==> src/rtl/meas_link_pkg.sv <==
// ---------------------------------------------------------------------------
// meas_link_pkg
// Shared definitions for the cymometer measurement-link receiver:
//   - rx_state_e   : receiver FSM states
//   - FRAME_BYTES  : bytes per measurement frame
//   - BYTE_BITS    : bits per serial byte
//   - LSB_FIRST    : byte order on the wire (byte 0 carries frame bits [7:0])
//   - calc_bps_cnt : clock cycles per bit period
// ---------------------------------------------------------------------------
package meas_link_pkg;

    typedef enum logic [2:0] {
        ST_IDLE  = 3'd0,
        ST_START = 3'd1,
        ST_DATA  = 3'd2,
        ST_STOP  = 3'd3,
        ST_BREAK = 3'd4
    } rx_state_e;

    localparam int FRAME_BYTES = 8;
    localparam int BYTE_BITS   = 8;
    localparam bit LSB_FIRST   = 1'b1;

    // Integer division: the fractional part of a bit period is dropped.
    function automatic int calc_bps_cnt(input int clk_freq, input int uart_bps);
        return clk_freq / uart_bps;
    endfunction

endpackage

==> src/rtl/meas_frame_rx_if.sv <==
// ---------------------------------------------------------------------------
// meas_frame_rx_if
// Serial input and decoded outputs of the measurement-link receiver.
//   uart_rxd      : serial line, idle high (driven by the link side)
//   byte_data     : last correctly received byte
//   byte_valid    : one-cycle pulse, byte_data new
//   frame_data    : last complete 64-bit frame
//   cnt_fs/cnt_fx : upper/lower 32 bits of frame_data
//   frame_valid   : one-cycle pulse, frame_data new
//   frame_err     : one-cycle pulse, stop bit sampled low
//   frame_timeout : one-cycle pulse, partial frame dropped
// Modports: slave = receiver, master = line driver / consumer.
// ---------------------------------------------------------------------------
interface meas_frame_rx_if;

    logic        uart_rxd;
    logic [7:0]  byte_data;
    logic        byte_valid;
    logic [63:0] frame_data;
    logic [31:0] cnt_fs;
    logic [31:0] cnt_fx;
    logic        frame_valid;
    logic        frame_err;
    logic        frame_timeout;

    modport slave (
        input  uart_rxd,
        output byte_data, byte_valid, frame_data, cnt_fs, cnt_fx,
               frame_valid, frame_err, frame_timeout
    );

    modport master (
        output uart_rxd,
        input  byte_data, byte_valid, frame_data, cnt_fs, cnt_fx,
               frame_valid, frame_err, frame_timeout
    );

endinterface

==> src/rtl/uart_recv.sv <==
// ---------------------------------------------------------------------------
// uart_recv
// 8N1 UART byte receiver with input synchroniser and break handling.
// Ports:
//   i_clk, i_rst_n : clock, asynchronous active-low reset
//   i_rxd          : asynchronous serial input, idle high
//   o_byte_data    : last good byte (updates with o_byte_valid)
//   o_byte_valid   : one-cycle pulse on a byte with a good stop bit
//   o_frame_err    : one-cycle pulse when the stop bit is sampled low
//   o_rx_fall      : falling edge seen on the synchronised line
//   o_idle         : FSM is in IDLE
// ---------------------------------------------------------------------------
module uart_recv
    import meas_link_pkg::*;
#(
    parameter int CLK_FREQ = 50_000_000,
    parameter int UART_BPS = 115_200
) (
    input  logic       i_clk,
    input  logic       i_rst_n,
    input  logic       i_rxd,
    output logic [7:0] o_byte_data,
    output logic       o_byte_valid,
    output logic       o_frame_err,
    output logic       o_rx_fall,
    output logic       o_idle
);

    localparam int BPS_CNT  = calc_bps_cnt(CLK_FREQ, UART_BPS);
    localparam int HALF_CNT = BPS_CNT / 2;
    localparam int BAUD_W   = $clog2(BPS_CNT);

    logic              r_sync1, r_sync2, r_sync3;
    logic              w_rx_s, w_fall;
    rx_state_e         r_state, w_state_nxt;
    logic [BAUD_W-1:0] r_baud_cnt;
    logic [3:0]        r_bit_cnt;
    logic [7:0]        r_shift;
    logic [7:0]        r_byte_data;
    logic              r_byte_valid, r_frame_err;
    logic              w_tick, w_byte_valid_nxt, w_frame_err_nxt;

    // Two-flop synchroniser plus a history flop for falling-edge detect
    always_ff @(posedge i_clk or negedge i_rst_n) begin
        if (!i_rst_n) begin
            r_sync1 <= 1'b1;
            r_sync2 <= 1'b1;
            r_sync3 <= 1'b1;
        end else begin
            r_sync1 <= i_rxd;
            r_sync2 <= r_sync1;
            r_sync3 <= r_sync2;
        end
    end

    assign w_rx_s = r_sync2;
    assign w_fall = r_sync3 & ~r_sync2;

    // Sample tick: mid start bit in START, one full bit period in DATA/STOP
    always_comb begin
        w_tick = 1'b0;
        case (r_state)
            ST_START:         w_tick = (r_baud_cnt == BAUD_W'(HALF_CNT - 1));
            ST_DATA, ST_STOP: w_tick = (r_baud_cnt == BAUD_W'(BPS_CNT - 1));
            default:          w_tick = 1'b0;
        endcase
    end

    // Bit-period counter, restarted on every sample and parked while waiting
    always_ff @(posedge i_clk or negedge i_rst_n) begin
        if (!i_rst_n) begin
            r_baud_cnt <= {BAUD_W{1'b0}};
        end else if (w_tick || (r_state == ST_IDLE) || (r_state == ST_BREAK)) begin
            r_baud_cnt <= {BAUD_W{1'b0}};
        end else begin
            r_baud_cnt <= r_baud_cnt + BAUD_W'(1);
        end
    end

    // Data bit counter (saturates at 8) and LSB-first shift register
    always_ff @(posedge i_clk or negedge i_rst_n) begin
        if (!i_rst_n) begin
            r_bit_cnt <= 4'd0;
            r_shift   <= 8'h00;
        end else if (r_state == ST_IDLE) begin
            r_bit_cnt <= 4'd0;
        end else if ((r_state == ST_DATA) && w_tick) begin
            r_shift <= {w_rx_s, r_shift[7:1]};
            if (r_bit_cnt != 4'd8) begin
                r_bit_cnt <= r_bit_cnt + 4'd1;
            end else begin
                r_bit_cnt <= r_bit_cnt;
            end
        end else begin
            r_bit_cnt <= r_bit_cnt;
        end
    end

    // FSM state register
    always_ff @(posedge i_clk or negedge i_rst_n) begin
        if (!i_rst_n) begin
            r_state <= ST_IDLE;
        end else begin
            r_state <= w_state_nxt;
        end
    end

    // FSM next-state logic
    always_comb begin
        w_state_nxt = r_state;
        case (r_state)
            ST_IDLE: begin
                if (w_fall) w_state_nxt = ST_START;
                else        w_state_nxt = ST_IDLE;
            end
            ST_START: begin
                // A line that is high again at mid start bit was a glitch
                if (w_tick) w_state_nxt = w_rx_s ? ST_IDLE : ST_DATA;
                else        w_state_nxt = ST_START;
            end
            ST_DATA: begin
                if (w_tick && (r_bit_cnt == 4'd7)) w_state_nxt = ST_STOP;
                else                               w_state_nxt = ST_DATA;
            end
            ST_STOP: begin
                if (w_tick) w_state_nxt = w_rx_s ? ST_IDLE : ST_BREAK;
                else        w_state_nxt = ST_STOP;
            end
            ST_BREAK: begin
                // Hold off new start bits until the line returns high
                if (w_rx_s) w_state_nxt = ST_IDLE;
                else        w_state_nxt = ST_BREAK;
            end
            default: w_state_nxt = ST_IDLE;
        endcase
    end

    // FSM output decode: stop-bit outcome
    always_comb begin
        w_byte_valid_nxt = 1'b0;
        w_frame_err_nxt  = 1'b0;
        if ((r_state == ST_STOP) && w_tick) begin
            w_byte_valid_nxt = w_rx_s;
            w_frame_err_nxt  = ~w_rx_s;
        end else begin
            w_byte_valid_nxt = 1'b0;
            w_frame_err_nxt  = 1'b0;
        end
    end

    // Registered byte outputs
    always_ff @(posedge i_clk or negedge i_rst_n) begin
        if (!i_rst_n) begin
            r_byte_valid <= 1'b0;
            r_frame_err  <= 1'b0;
            r_byte_data  <= 8'h00;
        end else begin
            r_byte_valid <= w_byte_valid_nxt;
            r_frame_err  <= w_frame_err_nxt;
            if (w_byte_valid_nxt) r_byte_data <= r_shift;
            else                  r_byte_data <= r_byte_data;
        end
    end

    assign o_byte_data  = r_byte_data;
    assign o_byte_valid = r_byte_valid;
    assign o_frame_err  = r_frame_err;
    assign o_rx_fall    = w_fall;
    assign o_idle       = (r_state == ST_IDLE);

endmodule

==> src/rtl/meas_frame_rx.sv <==
// ---------------------------------------------------------------------------
// meas_frame_rx
// Receiving end of the cymometer measurement link: UART bytes are assembled
// into 8-byte frames {cnt_fs, cnt_fx}; partial frames are dropped after
// TIMEOUT_BITS idle bit periods.
// Ports:
//   sys_clk, sys_rst_n : clock, asynchronous active-low reset
//   bus (slave)        : uart_rxd in; byte/frame data, valid and error pulses out
// ---------------------------------------------------------------------------
module meas_frame_rx
    import meas_link_pkg::*;
#(
    parameter int CLK_FREQ     = 50_000_000,
    parameter int UART_BPS     = 115_200,
    parameter int TIMEOUT_BITS = 20
) (
    input  logic           sys_clk,
    input  logic           sys_rst_n,
    meas_frame_rx_if.slave bus
);

    localparam int BPS_CNT = calc_bps_cnt(CLK_FREQ, UART_BPS);
    localparam int TO_CNT  = TIMEOUT_BITS * BPS_CNT;
    localparam int TO_W    = $clog2(TO_CNT + 1);
    localparam int IDX_W   = $clog2(FRAME_BYTES);
    localparam logic [IDX_W-1:0] IDX_LAST = IDX_W'(FRAME_BYTES - 1);

    logic [7:0]       w_byte_data;
    logic             w_byte_valid, w_frame_err, w_rx_fall, w_rx_idle;
    logic [IDX_W-1:0] r_idx, w_slot;
    logic [63:0]      r_asm, w_asm_upd, r_frame_data;
    logic [TO_W-1:0]  r_to_cnt;
    logic             r_frame_valid, r_frame_timeout;
    logic             w_to_hit;

    uart_recv #(
        .CLK_FREQ (CLK_FREQ),
        .UART_BPS (UART_BPS)
    ) u_recv (
        .i_clk        (sys_clk),
        .i_rst_n      (sys_rst_n),
        .i_rxd        (bus.uart_rxd),
        .o_byte_data  (w_byte_data),
        .o_byte_valid (w_byte_valid),
        .o_frame_err  (w_frame_err),
        .o_rx_fall    (w_rx_fall),
        .o_idle       (w_rx_idle)
    );

    // Byte slot in the assembly register for the current byte index
    always_comb begin
        w_slot = r_idx;
        if (LSB_FIRST) w_slot = r_idx;
        else           w_slot = IDX_LAST - r_idx;
    end

    // Assembly register with the incoming byte merged into its slot
    always_comb begin
        w_asm_upd = r_asm;
        w_asm_upd[{w_slot, 3'b000} +: BYTE_BITS] = w_byte_data;
    end

    // Timeout fires only with a partial frame pending and a quiet line
    assign w_to_hit = w_rx_idle && (r_idx != {IDX_W{1'b0}}) && !w_byte_valid &&
                      !w_rx_fall && !w_frame_err && (r_to_cnt == TO_W'(TO_CNT - 1));

    // Idle-time counter for partial-frame timeout
    always_ff @(posedge sys_clk or negedge sys_rst_n) begin
        if (!sys_rst_n) begin
            r_to_cnt <= {TO_W{1'b0}};
        end else if (w_frame_err || w_byte_valid || w_rx_fall || !w_rx_idle ||
                     (r_idx == {IDX_W{1'b0}}) || w_to_hit) begin
            r_to_cnt <= {TO_W{1'b0}};
        end else begin
            r_to_cnt <= r_to_cnt + TO_W'(1);
        end
    end

    // Frame assembler: byte index, assembly register and completed frame
    always_ff @(posedge sys_clk or negedge sys_rst_n) begin
        if (!sys_rst_n) begin
            r_idx        <= {IDX_W{1'b0}};
            r_asm        <= 64'h0;
            r_frame_data <= 64'h0;
        end else if (w_frame_err) begin
            // A framing error abandons the frame; it outranks the timeout
            r_idx <= {IDX_W{1'b0}};
        end else if (w_byte_valid) begin
            r_asm <= w_asm_upd;
            if (r_idx == IDX_LAST) begin
                r_frame_data <= w_asm_upd;
                r_idx        <= {IDX_W{1'b0}};
            end else begin
                r_idx <= r_idx + IDX_W'(1);
            end
        end else if (w_to_hit) begin
            r_idx <= {IDX_W{1'b0}};
        end else begin
            r_idx <= r_idx;
        end
    end

    // Frame-level status pulses
    always_ff @(posedge sys_clk or negedge sys_rst_n) begin
        if (!sys_rst_n) begin
            r_frame_valid   <= 1'b0;
            r_frame_timeout <= 1'b0;
        end else begin
            r_frame_valid   <= w_byte_valid && !w_frame_err && (r_idx == IDX_LAST);
            r_frame_timeout <= w_to_hit;
        end
    end

    assign bus.byte_data     = w_byte_data;
    assign bus.byte_valid    = w_byte_valid;
    assign bus.frame_err     = w_frame_err;
    assign bus.frame_data    = r_frame_data;
    assign bus.cnt_fs        = r_frame_data[63:32];
    assign bus.cnt_fx        = r_frame_data[31:0];
    assign bus.frame_valid   = r_frame_valid;
    assign bus.frame_timeout = r_frame_timeout;

endmodule

==> src/flat_wrapper.sv <==
// flat-port wrapper written by rule: the top's interface ports become plain ports
module meas_frame_rx_flat import meas_link_pkg::*;
#(
    parameter int CLK_FREQ     = 50_000_000,
    parameter int UART_BPS     = 115_200,
    parameter int TIMEOUT_BITS = 20
)
  (sys_clk, sys_rst_n, bus_uart_rxd, bus_byte_data, bus_byte_valid, bus_frame_data, bus_cnt_fs, bus_cnt_fx, bus_frame_valid, bus_frame_err, bus_frame_timeout);
  meas_frame_rx_if bus_i ();
  input  logic sys_clk;
  input  logic sys_rst_n;
  input wire logic [$bits(bus_i.uart_rxd)-1:0] bus_uart_rxd;
  output wire logic [$bits(bus_i.byte_data)-1:0] bus_byte_data;
  output wire logic [$bits(bus_i.byte_valid)-1:0] bus_byte_valid;
  output wire logic [$bits(bus_i.frame_data)-1:0] bus_frame_data;
  output wire logic [$bits(bus_i.cnt_fs)-1:0] bus_cnt_fs;
  output wire logic [$bits(bus_i.cnt_fx)-1:0] bus_cnt_fx;
  output wire logic [$bits(bus_i.frame_valid)-1:0] bus_frame_valid;
  output wire logic [$bits(bus_i.frame_err)-1:0] bus_frame_err;
  output wire logic [$bits(bus_i.frame_timeout)-1:0] bus_frame_timeout;
  assign bus_i.uart_rxd = bus_uart_rxd;
  assign bus_byte_data = bus_i.byte_data;
  assign bus_byte_valid = bus_i.byte_valid;
  assign bus_frame_data = bus_i.frame_data;
  assign bus_cnt_fs = bus_i.cnt_fs;
  assign bus_cnt_fx = bus_i.cnt_fx;
  assign bus_frame_valid = bus_i.frame_valid;
  assign bus_frame_err = bus_i.frame_err;
  assign bus_frame_timeout = bus_i.frame_timeout;
  meas_frame_rx #(.CLK_FREQ(CLK_FREQ), .UART_BPS(UART_BPS), .TIMEOUT_BITS(TIMEOUT_BITS)) u_core (.sys_clk(sys_clk), .sys_rst_n(sys_rst_n), .bus(bus_i));
endmodule
==> config.mk <==
export PLATFORM = sky130hd
export DESIGN_NAME = meas_frame_rx_flat
export DESIGN_NICKNAME = d
export VERILOG_FILES = /design/src/rtl/meas_link_pkg.sv /design/src/rtl/meas_frame_rx_if.sv /design/src/rtl/uart_recv.sv /design/src/rtl/meas_frame_rx.sv /design/src/flat_wrapper.sv
export SDC_FILE = /design/constraint.sdc
export NUM_CORES = 1
export LEC_CHECK = 0
export CAP_MARGIN = 20
export CELL_PAD_IN_SITES_DETAIL_PLACEMENT = 1
export CELL_PAD_IN_SITES_GLOBAL_PLACEMENT = 2
export CORE_MARGIN = 4
export CORE_UTILIZATION = 31
export DETAILED_ROUTE_END_ITERATION = 12
export HOLD_SLACK_MARGIN = 0.02
export PLACE_DENSITY_LB_ADDON = 0.1
export SYNTH_ARGS = -nofsm -noshare
export SYNTH_HDL_FRONTEND = slang
export SYNTH_SLANG_ARGS = --single-unit
==> constraint.sdc <==
create_clock -name sys_clk -period 2.6 [get_ports sys_clk]
set_input_delay 0.78 -clock sys_clk [delete_from_list [all_inputs] [get_ports sys_clk]]
set_output_delay 0.78 -clock sys_clk [all_outputs]
set_load 0.03 [all_outputs]
==> results.json, run 1 <==
{
  "run_status": "finished, final reports clean",
  "via_per_inst": 4.62,
  "grt_max_degree": 62,
  "fin_tns_setup_ps": 0,
  "finalClockSkew_ps": 8.08,
  "layout-drive-gt1-share": 0.163,
  "critPathLaunchType": "flop",
  "synthesis.area_sq_um": 8640,
  "stdcell_count": 1244,
  "seq_area_frac_synth": 0.533,
  "p_clk_frac": 0.452,
  "first_global_vias": 6371,
  "cts_resized": 0,
  "clk_pin_slew_ps": 70,
  "critPathSlowestCell": "clkdlybuf4s50_1",
  "hold_buffers": 0,
  "wire_per_inst_microns": 17.0,
  "grt_first_pass_wirelength_microns": 34900,
  "final_core_util": 0.394,
  "gp_congestion": 0.730,
  "post-route-period-util": 0.932,
  "p_int_uw": 4520,
  "setup.worst_path.end_class": "output pin",
  "tightest_slew_ps": 677,
  "dominantRegCellSynth": "dfrtp_1",
  "critPathBufInv": 1,
  "clock-sinks": 184,
  "synth.distinct_cells": 49,
  "syn_nets": 794,
  "p_seq_frac": 0.513,
  "yosysMostFrequentCell": "dfrtp_1",
  "worstSetupPathType": "flop to output pin",
  "n_antenna_cell": 0,
  "worstPathArrival_ps": 1640,
  "syn2layout_area_growth_pct": 23.9,
  "synth_top_area_cell": "dfrtp_1",
  "hold_path.class": "input port to async pin",
  "synth_area_leaders": "dfrtp_1 (52%), mux2_2 (9.5%), mux2i_1 (7.4%)",
  "cts-root-buf": "clkbuf_16",
  "drtPass1Iterations": 4,
  "required_ps": 1820,
  "cts_tree": "built",
  "cts_buffers": 17,
  "syn-mean-instance-area_sq_um": 11.1,
  "final_nets": 873,
  "ys_warn_count": 0,
  "grt.total_usage": 0.141,
  "fmax_mhz": 413,
  "min_period_ps": 2420,
  "p_leak_uw": 0.00471,
  "place_hpwl_microns": 15400,
  "die-area_sq_um": 30600,
  "ir_drop_v": 0.000278,
  "maxSlewViolCount": 0,
  "core_sq_um": 27200,
  "path_max_fanout": 5,
  "fp.dieW_microns": 175,
  "portBuffers": 142,
  "finalSetupViolCount": 0,
  "synthTopCellsByCount": "dfrtp_1 (181), nand2_1 (85), o21ai_0 (76)",
  "drtAntennaViolNets": 0,
  "p_comb_frac": 0.034,
  "max_slew_margin": 0.547,
  "p_sw_frac": 0.227,
  "crit_family": "buffers and inverters",
  "critPathMaxStageDelay_ps": 730,
  "synth_edf_count": 0,
  "clk_path_buf_depth": 2,
  "route.vias.total": 5747,
  "grt_antenna_before_repair": 0,
  "wirelength_microns": 21100,
  "num_rows": 60,
  "synth_seq_cells": 184,
  "power_uw": 5850,
  "die_y_microns": 175,
  "async_reset_ff_frac": 1.00,
  "rsz0062_at_grt": "no",
  "synth_top_area_share": 0.524,
  "path_cells": "clkdlybuf4s50_1",
  "drt_iter0_drc": 169,
  "cts_setup_buffers": 0,
  "dpl.cell_count": 1212,
  "p_per_area_nw_per_um2": 546,
  "synth_cells": 780,
  "drc": 0,
  "gr-total-overflow": 0,
  "start_util": 0.318,
  "num_io_pins": 143,
  "maxCapViolations": 0,
  "hold_viol": 0,
  "cts_max_level": 4,
  "p_switching_uw": 1330,
  "clk_latency_ps": 420
}
-- sequential cells by signal (all words and copies together), names as in the netlist, 3 cells and up --
signal / cells
u_core.u_recv.r_state: 3
u_core.bus.frame_data: 64
u_core.r_asm: 64
u_core.u_recv.r_baud_cnt: 9
u_core.u_recv.r_shift: 8
u_core.u_recv.o_byte_data: 8
u_core.u_recv.r_bit_cnt: 4
u_core.r_idx: 3
u_core.r_to_cnt: 14
-- final cells by class --
class | instances | area (sq um)
inverter | 18 | 67.6
fill | 2950 | 16500
clock inverter | 12 | 139
clock buffer | 20 | 467
timing repair buffer | 161 | 1620
sequential | 184 | 4610
tap | 372 | 465
multi-input combinational | 477 | 3340
-- path summary, 6_finish.rpt --
path	startpoint	endpoint	slack, ps	cells after the start
setup / recovery	u_core.u_recv.o_byte_data[6]	bus_byte_data[6]	180	1
hold / removal	sys_rst_n	u_core.bus.frame_data[18]	340	1
setup reg to reg	u_core.r_idx[0]	u_core.r_asm[16]	330	7
hold reg to reg	u_core.u_recv.r_sync1	u_core.u_recv.r_sync2	360	0
max in group asynchronous	sys_rst_n	u_core.u_recv.r_sync1	1520	2
min in group sys_clk	u_core.u_recv.r_sync1	u_core.u_recv.r_sync2	360	0
-- layer usage --
metal,track usage,part of all wire,vias to the layer above
met5,0,0,-
met4,0.0370,0.011,0
met2,0.251,0.52,86
met3,0.0268,0.030,17
met1,0.175,0.44,2888
li1,-,-,2756
-- layout by cell type (no fill, tap or decap), types with 12 or more instances in the layout --
master | Yosys | final
clkbuf_16 | 0 | 17
dfrtp_1 | 181 | 181
inv_1 | 18 | 18
nor2_1 | 48 | 46
nand2b_1 | 12 | 12
nor3_1 | 14 | 14
mux2i_1 | 64 | 64
buf_4 | 65 | 15
clkdlybuf4s50_1 | 0 | 141
o21ai_0 | 76 | 76
mux2_2 | 73 | 73
nand2_1 | 85 | 84
-- power by group through the flow --
stage | combinational, uW | sequential [uW] | clock, uW
5_1_grt | 232 | 3010 | 2880
3_5_place_dp | 210 | 3050 | 0
2_1_floorplan | 113 | 3030 | 0
3_3_place_gp | 197 | 3060 | 0
4_1_cts | 210 | 3000 | 2750
6_report | 200 | 3000 | 2640
-- cells by family after synthesis --
group	count (synthesis)	share of synthesized area
AOI/OAI and AO/OA	92	0.0579
xor gates and xnor gates	19	0.0193
adders and majority gates	11	0.0159
buffers and inverters	119	0.0824
DFF	184	0.533
muxes	137	0.169
and+or+nand+nor	218	0.122
-- through the flow --
stage	worst slack, ps	area, sq um	hold slack, ps
2_1_floorplan	105	8650	345
3_3_place_gp	388	10100	348
3_5_place_dp	333	10100	354
4_1_cts	148	10700	348
5_1_grt	104	10700	368
6_report	176	10700	341
Note: power is estimated with default switching activity, not from simulation.
==> inputs of run 2 (changes only) <==
- MAX_ROUTING_LAYER: not set -> met4
==> run 2 against run 1 <==
  * Sequential power is essentially flat
  * Largest cell class unchanged
  * Cell area did not move
  * Clock-buffer cell count unchanged
  * Via count rose by 0.30%
  * Critical endpoint unchanged
==> results.json, run 2 (synthesis gave the netlist of run 1 again) <==
{
  "hold_path.class": "input port to async pin",
  "stdcell_count": 1244,
  "drtAntennaViolNets": 0,
  "layout-drive-gt1-share": 0.163,
  "finalInstanceArea_sq_um": 10700,
  "hold_buffers": 0,
  "cts_setup_buffers": 0,
  "cts-root-buf": "clkbuf_16",
  "nFillCells": 2950,
  "route.vias.total": 5764,
  "final_nets": 873,
  "path_max_fanout": 5,
  "drtPass1Iterations": 4,
  "maxCapViolations": 0,
  "rr_worst_depth": 7,
  "run_status": "finished, final reports clean",
  "clock-sinks": 184,
  "layout_common_cells": "dfrtp_1 (181), clkdlybuf4s50_1 (141), nand2_1 (84), o21ai_0 (76), mux2_2 (73)",
  "place_hpwl_microns": 15400,
  "timing.hold.ws_ps": 338,
  "path_depth": 1,
  "n_antenna_cell": 0,
  "fin_tns_setup_ps": 0,
  "die-area_sq_um": 30600,
  "gp_congestion": 0.739,
  "portBuffers": 142,
  "dpl.cell_count": 1212,
  "grt_max_degree": 62,
  "highest_layer": "met4",
  "first_global_vias": 6366,
  "worstPathArrival_ps": 1640,
  "min_period_ps": 2420,
  "setup.worst_path.end_class": "output pin",
  "wire_per_inst_microns": 17.0,
  "hold_viol": 0,
  "ir_drop_v": 0.000280,
  "regToRegSetupSlack_ps": 330,
  "syn2layout_area_growth_pct": 23.9,
  "r2r-start": "u_core.r_idx[0]",
  "r2r_end": "u_core.r_asm[16]",
  "multi_input_area_sq_um": 3340,
  "num_io_pins": 143,
  "clk_pin_slew_ps": 70,
  "dr_wl_met3_microns": 603,
  "cts_resized": 0,
  "finalSetupViolCount": 0,
  "p_per_area_nw_per_um2": 547,
  "maxSlewViolCount": 0,
  "grt.total_usage": 0.145,
  "cts_buffers": 17,
  "post-route-period-util": 0.932,
  "clk_path_buf_depth": 2,
  "grt_antenna_before_repair": 0,
  "required_ps": 1820,
  "drt_iter0_drc": 176,
  "drc": 0,
  "via_per_inst": 4.63,
  "core_sq_um": 27200,
  "final_common_cell": "dfrtp_1",
  "num_rows": 60,
  "met1_length_microns": 9440,
  "gr-total-overflow": 0,
  "die_y_microns": 175,
  "start_util": 0.318,
  "wirelength_microns": 21100,
  "dr_wl_met2_microns": 10800,
  "cp-startpoint": "u_core.u_recv.o_byte_data[6]",
  "p_leak_uw": 0.00471,
  "fp.dieW_microns": 175,
  "tightest_slew_ps": 677,
  "critPathBufInv": 1,
  "area.sequential_sq_um": 4610,
  "critPathLaunchType": "flop",
  "finalClockSkew_ps": 8.41,
  "dpl_cell_area_sq_um": 10100,
  "critPathMaxStageDelay_ps": 730,
  "worstSetupPathType": "flop to output pin",
  "max_slew_margin": 0.547,
  "grt_first_pass_wirelength_microns": 34900,
  "clk_latency_ps": 430,
  "rsz0062_at_grt": "no",
  "cts_max_level": 4,
  "cts_tree": "built",
  "critPathSlowestCell": "clkdlybuf4s50_1",
  "fmax_mhz": 413,
  "crit_family": "buffers and inverters",
  "path_cells": "clkdlybuf4s50_1",
  "endpoint": "bus_byte_data[6]"
}
[run 2: cell counts in the layout (fill, tap and decap cells not counted)]
Identical to the previous run, type by type.
[run 2: worst min path at each step]
stage,endpoint,slack (ps),cells past startpoint
2_1_floorplan,u_core.u_recv.r_sync2,350,0
3_3_place_gp,u_core.u_recv.r_sync2,350,0
3_5_place_dp,u_core.u_recv.r_sync2,350,0
4_1_cts,u_core.bus.frame_data[18],350,1
5_1_grt,u_core.bus.frame_data[18],370,1
6_report,u_core.bus.frame_data[18],340,1
[run 2: metrics by stage]
step	worst slack, ps	util	total power [uW]
after floorplan	105	-	3140
after global placement	388	0.372	3250
after detailed placement	333	0.372	3270
after CTS	148	0.394	5960
after global routing	104	0.394	6130
final	177	0.394	5850
[run 2: layout make-up]
class                           count  share of cell area
Multi-Input combinational cell    477               0.312
Timing Repair Buffer              161               0.151
Inverter                           18             0.00631
Tap cell                          372              0.0435
Sequential cell                   184               0.430
Clock buffer                       20              0.0436
Clock inverter                     12              0.0130
[run 2: routing by layer]
metal / vias to the layer above / track usage
li1: 2756 / -
met1: 2907 / 0.176
met2: 81 / 0.251
met3: 20 / 0.0268
met4: 0 / 0.0370
met5: - / -
[run 2: power by group]
group | switching, uW | internal (uW) | leakage [uW]
sequential | 81.5 | 2920 | 0.00254
combinational | 112 | 87.8 | 0.00187
clock | 1140 | 1510 | 0.000303
